===== config.mk =====
export PLATFORM = sky130hd
export DESIGN_NAME = fetch_pipe
export DESIGN_NICKNAME = d
export VERILOG_FILES = /design/src/rtl/fetch_pipe.sv
export SDC_FILE = /design/constraint.sdc
export NUM_CORES = 1
export LEC_CHECK = 0
export CAP_MARGIN = 15
export CORE_MARGIN = 1.5
export CORE_UTILIZATION = 40
export CTS_BUF_LIST = sky130_fd_sc_hd__clkbuf_16
export DETAILED_ROUTE_END_ITERATION = 6
export GPL_ROUTABILITY_DRIVEN = 0
export GPL_TIMING_DRIVEN = 0
export PLACE_DENSITY_LB_ADDON = 0.05
export SYNTH_ARGS = -nofsm -noshare
export SYNTH_HDL_FRONTEND = slang
export SYNTH_SLANG_ARGS = --single-unit

===== constraint.sdc =====
create_clock -name i_clk -period 7.1 [get_ports i_clk]
set_input_delay 1.42 -clock i_clk [delete_from_list [all_inputs] [get_ports i_clk]]
set_output_delay 1.42 -clock i_clk [all_outputs]
set_load 0.02 [all_outputs]

===== src/rtl/fetch_pipe.sv =====
// Instruction fetch pipeline: PC generator, one-deep request
// tracking and a small in-order queue feeding decode.
module fetch_pipe #(
  parameter int          ADDR_W   = 32,
  parameter int          DATA_W   = 32,
  parameter int          DEPTH    = 4,
  parameter int          PC_STEP  = 4,
  parameter logic [ADDR_W-1:0] RESET_PC = '0
) (
  input  logic              i_clk,
  input  logic              i_rst_n,
  input  logic              i_redirect,
  input  logic [ADDR_W-1:0] i_redirect_pc,
  input  logic              i_halt,
  output logic              o_imem_req,
  output logic [ADDR_W-1:0] o_imem_addr,
  input  logic [DATA_W-1:0] i_imem_data,
  output logic              o_valid,
  input  logic              i_ready,
  output logic [ADDR_W-1:0] o_pc,
  output logic [DATA_W-1:0] o_instr
);

  localparam int PW = $clog2(DEPTH);
  localparam int CW = PW + 1;

  typedef enum logic [1:0] {
    S_BOOT,
    S_RUN,
    S_HALT
  } state_t;

  state_t            state, state_nx;
  logic [ADDR_W-1:0] pc_r;
  logic              infl;
  logic [ADDR_W-1:0] infl_pc;
  logic [CW-1:0]     count;
  logic [CW-1:0]     occ;
  logic [PW-1:0]     head, tail;
  logic [ADDR_W-1:0] q_pc  [DEPTH];
  logic [DATA_W-1:0] q_ins [DEPTH];
  logic              push, pop;

  // Request gating counts the in-flight slot so a push never overflows.
  always_comb begin
    occ        = count + {{(CW-1){1'b0}}, infl};
    o_imem_req = (state == S_RUN) && !i_redirect
               && (occ < CW'(DEPTH));
    push       = infl && !i_redirect;
    pop        = o_valid && i_ready && !i_redirect;
  end

  assign o_imem_addr = pc_r;
  assign o_valid     = (count != '0);
  assign o_pc        = q_pc[head];
  assign o_instr     = q_ins[head];

  // Next-state logic; redirect never affects the FSM.
  always_comb begin
    state_nx = state;
    unique case (state)
      S_BOOT:  state_nx = S_RUN;
      S_RUN:   if (i_halt)  state_nx = S_HALT;
      S_HALT:  if (!i_halt) state_nx = S_RUN;
      default: state_nx = S_BOOT;
    endcase
  end

  // Control state: FSM, PC, in-flight tracking, queue pointers.
  always_ff @(posedge i_clk or negedge i_rst_n) begin
    if (!i_rst_n) begin
      state   <= S_BOOT;
      pc_r    <= RESET_PC;
      infl    <= 1'b0;
      infl_pc <= '0;
      count   <= '0;
      head    <= '0;
      tail    <= '0;
    end else begin
      state <= state_nx;
      infl  <= o_imem_req;
      if (o_imem_req) begin
        pc_r    <= pc_r + ADDR_W'(PC_STEP);
        infl_pc <= pc_r;
      end
      if (i_redirect) begin
        pc_r  <= i_redirect_pc;
        count <= '0;
        head  <= '0;
        tail  <= '0;
      end else begin
        if (push) tail <= tail + 1'b1;
        if (pop)  head <= head + 1'b1;
        if (push && !pop)      count <= count + 1'b1;
        else if (pop && !push) count <= count - 1'b1;
      end
    end
  end

  // Queue storage needs no reset; count qualifies every entry.
  always_ff @(posedge i_clk) begin
    if (push) begin
      q_pc[tail]  <= infl_pc;
      q_ins[tail] <= i_imem_data;
    end
  end

endmodule

## Word level (Yosys, flattened, before mapping)

Memories as Yosys holds them, arrays and structs flattened.
Cells that the tools add are included.

- Flip-flop bits (word level): 74
- Logic and storage cells: 51
- Memory bits (writable): 256
- Memories: 2

Memory list:

| memory | depth | bits a word | rd ports | clocked after memory_dff | write ports | RTL line | text |
|---|---|---|---|---|---|---|---|
| q_ins | 4 | 32 | 1 | 0 | 1 | 41 | `logic [DATA_W-1:0] q_ins [DEPTH];` |
| q_pc | 4 | 32 | 1 | 0 | 1 | 40 | `logic [ADDR_W-1:0] q_pc [DEPTH];` |

- Reduce and logical (&&, ||, !) cells: 17
- Equal/unequal tests: 4
- Mux-type cells: 14
- Magnitude comparators: 1
- Add/subtract/negate cells: 6

Operators by type and width:

| kind | count |
|---|---|
| $mux W32 | 2 |
| $add A32 B3 Y32 const B | 1 |
| $mux W2 | 6 |
| $mux W3 | 3 |
| $logic_and A1 B1 Y1 | 7 |
| $pmux W2 S3 | 1 |
| $reduce_bool A2 Y1 | 3 |
| $reduce_bool A3 Y1 | 2 |
| $add A2 B1 Y2 const B | 2 |
| $ne A2 B2 Y1 const B | 2 |
| $add A3 B1 Y3 | 1 |
| $add A3 B1 Y3 const B | 1 |
| $logic_not A1 Y1 | 3 |
| $lt A3 B3 Y1 const B | 1 |
| $sub A3 B1 Y3 const B | 1 |
| $eq A2 B1 Y1 const B | 1 |
| $eq A2 B2 Y1 const B | 1 |
| $logic_not A2 Y1 | 1 |
| $mux W1 | 2 |
| $reduce_and A2 Y1 | 1 |

## Longest topological paths before layout

Gate-level depths: netlist of run 1.

- Depth in word-level cells: 7
- Gate-level depth with buffers: 9

## Worst setup path after synthesis of run 1

No wires, ideal clock.

- Path type: in2out
- Start point: input i_redirect
- End point: output o_imem_req
- Buffers on the path: 4
- Slack: 3.102 ns
- Data required time: 5.680 ns
- Arrival time: 2.578 ns
- Stages on the path: 7
- Path through: buf_2 -> nor4b_4 -> mux2i_4 -> inv_2 -> buf_6 -> buf_6 -> buf_2

- Longest elaborated chain between the ends: 3

RTL lines:

| element | RTL line | text |
|---|---|---|
| start, declared | 12 | `input logic i_redirect,` |
| $logic_not A1 Y1 | 47 | `o_imem_req = (state == S_RUN) && !i_redirect` |
| $logic_and A1 B1 Y1 | 47 |  |
| $logic_and A1 B1 Y1 | 48 | `&& (occ < CW'(DEPTH));` |
| end, declared | 15 | `output logic o_imem_req,` |

No other way between the ends.

## Final worst setup path of run 1

Same ends and word-level chain as after synthesis.

==> impl_summary.txt, run 1 <==
----------------------------------------------------
[Yosys]
  Share of Yosys cell area claimed by the top area cell type ... roughly 60%
  Combined area of all synthesized cells ... between 0.01 and 0.015 mm²
  Post-synthesis async set-or-reset flop share ... 22.4%
  Post-synthesis area per instance ... ~18 µm²
  Most area-hungry cell type in the Yosys netlist ... edfxtp_1
  Yosys warning total ... 0
  Post-synthesis sequential area ratio ... between 70% and 80%
  Number of storage elements in the synthesis netlist ... 330
  Biggest area contributors in the synthesized netlist ... edfxtp_1, dfrtp_1, mux4_2
  Most common flop cell mapped by yosys ... edfxtp_1
  Post-Synthesis Net Count ... approximately 820
  Library cells used by synthesis ... between 50 and 60
  EDFF count, synth ... 256
  Cell count after synthesis ... 741

[Worst setup path]
  Startpoint type of the worst setup path ... primary input
  Arrival time of data at the critical path endpoint ... between 3 and 4 ns
  Path depth of the worst reg2reg path ... 6
  Largest driver fanout on the critical path ... 11
  Critical path start-end classification ... primary input to output pin
  Endpoint type of the worst setup path ... output pin
  CP Launch Point ... i_redirect
  Worst r2r dst ... o_imem_addr[26]$_DFFE_PN0N_
  End point of the critical path ... o_imem_req
  Reg-to-reg setup timing slack ... 4.85 ns
  Required time at the endpoint of the critical path ... between 5 and 6 ns
  Critical register-to-register path startpoint ... o_imem_addr[2]$_DFFE_PN0N_

[Detailed routing]
  DRT Pass-1 Iters ... 4
  Detail-routed via count per cell ... roughly 5.3
  Vias after detailed routing ... 7290
  Routed Antenna Nets ... 0
  Routed wirelength normalized by instance count ... slightly above 20 µm
  Post-route DRC ... 0
  Starting DRC count in detailed routing ... roughly 540
  Total Routed Length ... roughly 28000 µm

[Timing]
  RSZ-0062 raised after global routing ... false
  Slew headroom ... between 30 and 40%
  Fin Setup TNS ... 0 ns
  Clock tree skew after final layout ... ~0.013 ns
  Final Hold Viols ... 0
  Final Critical Period ... ~4.9 ns
  Slew at the pin with the worst max-slew slack ... approximately 0.91 ns
  Part of the cycle the worst path needs ... 68.6%
  Max-slew violation count ... 0
  Achievable clock frequency ... around 0.21 GHz
  Number of setup violations in the final report ... 0
  Hold WS ... between 0.5 and 0.6 ns

[GRT]
  Global-route wire length before repair ... around 44000 µm
  Pin count of the biggest net entering global routing ... 64
  Initial antenna violation count ... 0
  GR Overflow Total ... 0
  Via count of the first global-routing pass ... between 7000 and 8000
  Overall Global Routing Usage ... between 15 and 20%

[Worst hold path]
  Hold WC Path Type ... register to register
  Number of instances on the worst hold path ... 2

[CTS]
  TritonCTS clock tree ... yes
  Clock Root Buffer ... clkbuf_16
  CTS buffer count ... 36
  Htree depth ... 2
  Clk slew on worst S/H paths ... about 0.06 ns
  Hold Buf Count CTS ... 0
  Max clock buf depth ... 3
  Count of instances resized after the clock tree is built ... 0
  Clock sink total ... 330
  Number of setup buffers added after CTS ... 0
  Later-pin clock latency in the skew report ... around 0.50 ns

[Die]
  Area of the core ... roughly 0.032 mm²
  Effective utilization at floorplan ... between 40% and 50%
  Die Y-Extent ... 183 µm
  Std cell rows ... 65
  DIE AREA ... 0.0335 mm²
  I/O Pins ... 167
  Die Wd ... between 150 and 200 µm

[Power and ir drop]
  Relative contribution of sequential cells to total power ... a little over two fifths
  Psw ... between 1500 and 2000 µW
  Power per cell area ... roughly 380 mW/mm²
  Switching share of power ... between 20 and 30%
  Internal Pwr Total ... between 4000 and 5000 µW
  Comb power frac ... roughly 28%
  Final Total Pwr ... 6210 µW
  Clock group share of total power ... between 20% and 30%
  VDD IR max ... approximately 180 µV
  Static leakage ... 0.00579 µW

[Place]
  Post-DP HPWL ... 18800 µm
  Count of input and output buffers ... about 170
  Inst Count DP ... between 1000 and 1500
  Placed instance area ... around 0.015 mm²

[Layout]
  Final-layout fill cell count ... about 2600
  Antenna Diode Count ... 0
  Final-stage net count ... roughly 1000
  Final standard cell count with taps included and fillers excluded ... ~1400
  Fraction of final layout cells with drive strength greater than 1 ... around 17%
  Syn-to-layout area delta ... 26.4%
  Cell area after layout ... 0.0164 mm²

[Run]
  Total of max-cap violations ... 0

[Outcome]
  Outcome ... completed

----------------------------------------------------
-- Yosys cell counts, drive strengths merged (4+ instances only) --
cell / instances
buf: 26
nand4: 14
nor3: 9
nand3: 18
inv: 9
nand2: 126
a221o: 11
a21oi: 6
mux2i: 5
a21o: 6
o211ai: 6
or3: 4
xnor2: 5
ha: 5
o311ai: 5
dfrtp: 74
and2: 7
or4: 4
edfxtp: 256
nor4: 6
nor2: 21
clkbuf: 10
o21ai: 15
mux4: 64
-- kinds of logic (layout without fill, tap and decap cells) --
| logic type | after synthesis | in the layout | synth area share [%] |
|---|---|---|---|
| AND/OR/NAND/NOR | 221 | 221 | 8.53 |
| multiplexers | 71 | 71 | 11.8 |
| flip-flops | 330 | 330 | 73.5 |
| buffers and inverters | 45 | 276 | 1.62 |
| AO/OA/AOI/OAI | 60 | 60 | 3.36 |
| adder cells (fa/ha/maj) | 6 | 6 | 0.637 |
| XOR/XNOR | 8 | 8 | 0.540 |
-- power by group through the flow --
| stage | logic [µW] | clock network (µW) | registers [µW] |
|---|---|---|---|
| 2_1_floorplan | 1000 | 0 | 2680 |
| 3_3_place_gp | 1730 | 0 | 2690 |
| 3_5_place_dp | 1760 | 0 | 2700 |
| 4_1_cts | 1760 | 1870 | 2670 |
| 5_1_grt | 1870 | 1950 | 2700 |
| 6_report | 1720 | 1820 | 2670 |
-- through the flow --
step	setup WS, ns	util, %
floorplan	3.10	-
global placement	1.84	47.7
detailed placement	2.23	48.0
CTS	2.22	51.7
global route	2.12	51.7
finish	2.23	51.7
-- how the worst min path moves through the flow --
| stage | from | endpoint |
|---|---|---|
| floorplan | infl_pc[0]$_DFFE_PN0P_ | q_pc[0][0]$_DFFE_PP_ |
| global placement | infl_pc[5]$_DFFE_PN0P_ | q_pc[1][5]$_DFFE_PP_ |
| detailed placement | o_imem_addr[0]$_DFFE_PN0P_ | infl_pc[0]$_DFFE_PN0P_ |
| CTS | o_imem_addr[0]$_DFFE_PN0P_ | infl_pc[0]$_DFFE_PN0P_ |
| global route | infl_pc[7]$_DFFE_PN0P_ | q_pc[2][7]$_DFFE_PP_ |
| finish | o_imem_addr[0]$_DFFE_PN0P_ | infl_pc[0]$_DFFE_PN0P_ |
-- final cells by class --
class                      count  area, µm²  share of cell area (%)
timing repair buffer         170       1760                    10.7
tap                          402        503                    3.07
inverter                       9       33.8                   0.206
multi-input combinational    366       3230                    19.7
buffer                        36        176                    1.08
clock inverter                24        231                    1.41
clock buffer                  37        926                    5.65
sequential                   330       9540                    58.2
-- flip-flops by register name, indices dropped and copies added (netlist names) --
signal / count
head: 2
infl_pc: 32
q_ins: 128
infl: 1
q_pc: 128
state: 2
tail: 2
count: 3
o_imem_addr: 32
-- critical path: stages --
cell and delay [ns]:
buf_2 0.17, nor4b_4 0.33, mux2i_4 0.17, inv_2 0.11, buf_6 0.16, buf_6 0.16
buf_2 0.25, clkdlybuf4s50_1 0.65
-- layout by cell type (no fill, tap or decap), types with 5 or more instances in the layout --
master / n
edfxtp_1: 256
clkdlybuf4s50_1: 164
nand2_1: 125
dfrtp_1: 74
mux4_2: 64
clkbuf_16: 37
nor2_1: 20
buf_2: 18
inv_1: 15
nand3_1: 15
o21ai_0: 13
nand4_1: 11
clkbuf_1: 10
a221o_1: 10
nor3_1: 8
clkinv_2: 8
a21o_1: 6
a21oi_1: 6
o211ai_1: 6
buf_1: 5
xnor2_1: 5
ha_1: 5
bufinv_16: 5
-- layer usage --
metal  track usage [%]  share of wire (%)  up-vias
li1                  -                  -     3313
met1              25.0                 45     3702
met2              27.5                 47      236
met3              3.36                5.8       39
met4              4.49                2.0        0
met5                 0                  0        -
No activity file was read; power rests on OpenSTA's default activity.
==> run 2: changes to the inputs <==
- clock period: 7.1 -> 4.8 ns (I/O delays scaled with it)
==> results of run 2 <==
Same layout as run 1 (identical final DEF). Status: completed.
Main changes from that run: setup slack after placement 2.23 ns -> 0.846 ns; setup slack after layout 2.23 ns -> 0.851 ns; hold slack 0.511 ns -> 0.308 ns; register-to-register setup slack 4.85 ns -> 2.55 ns; total power 6210 µW -> 9180 µW; worst IR drop on VDD 176 µV -> 260 µV
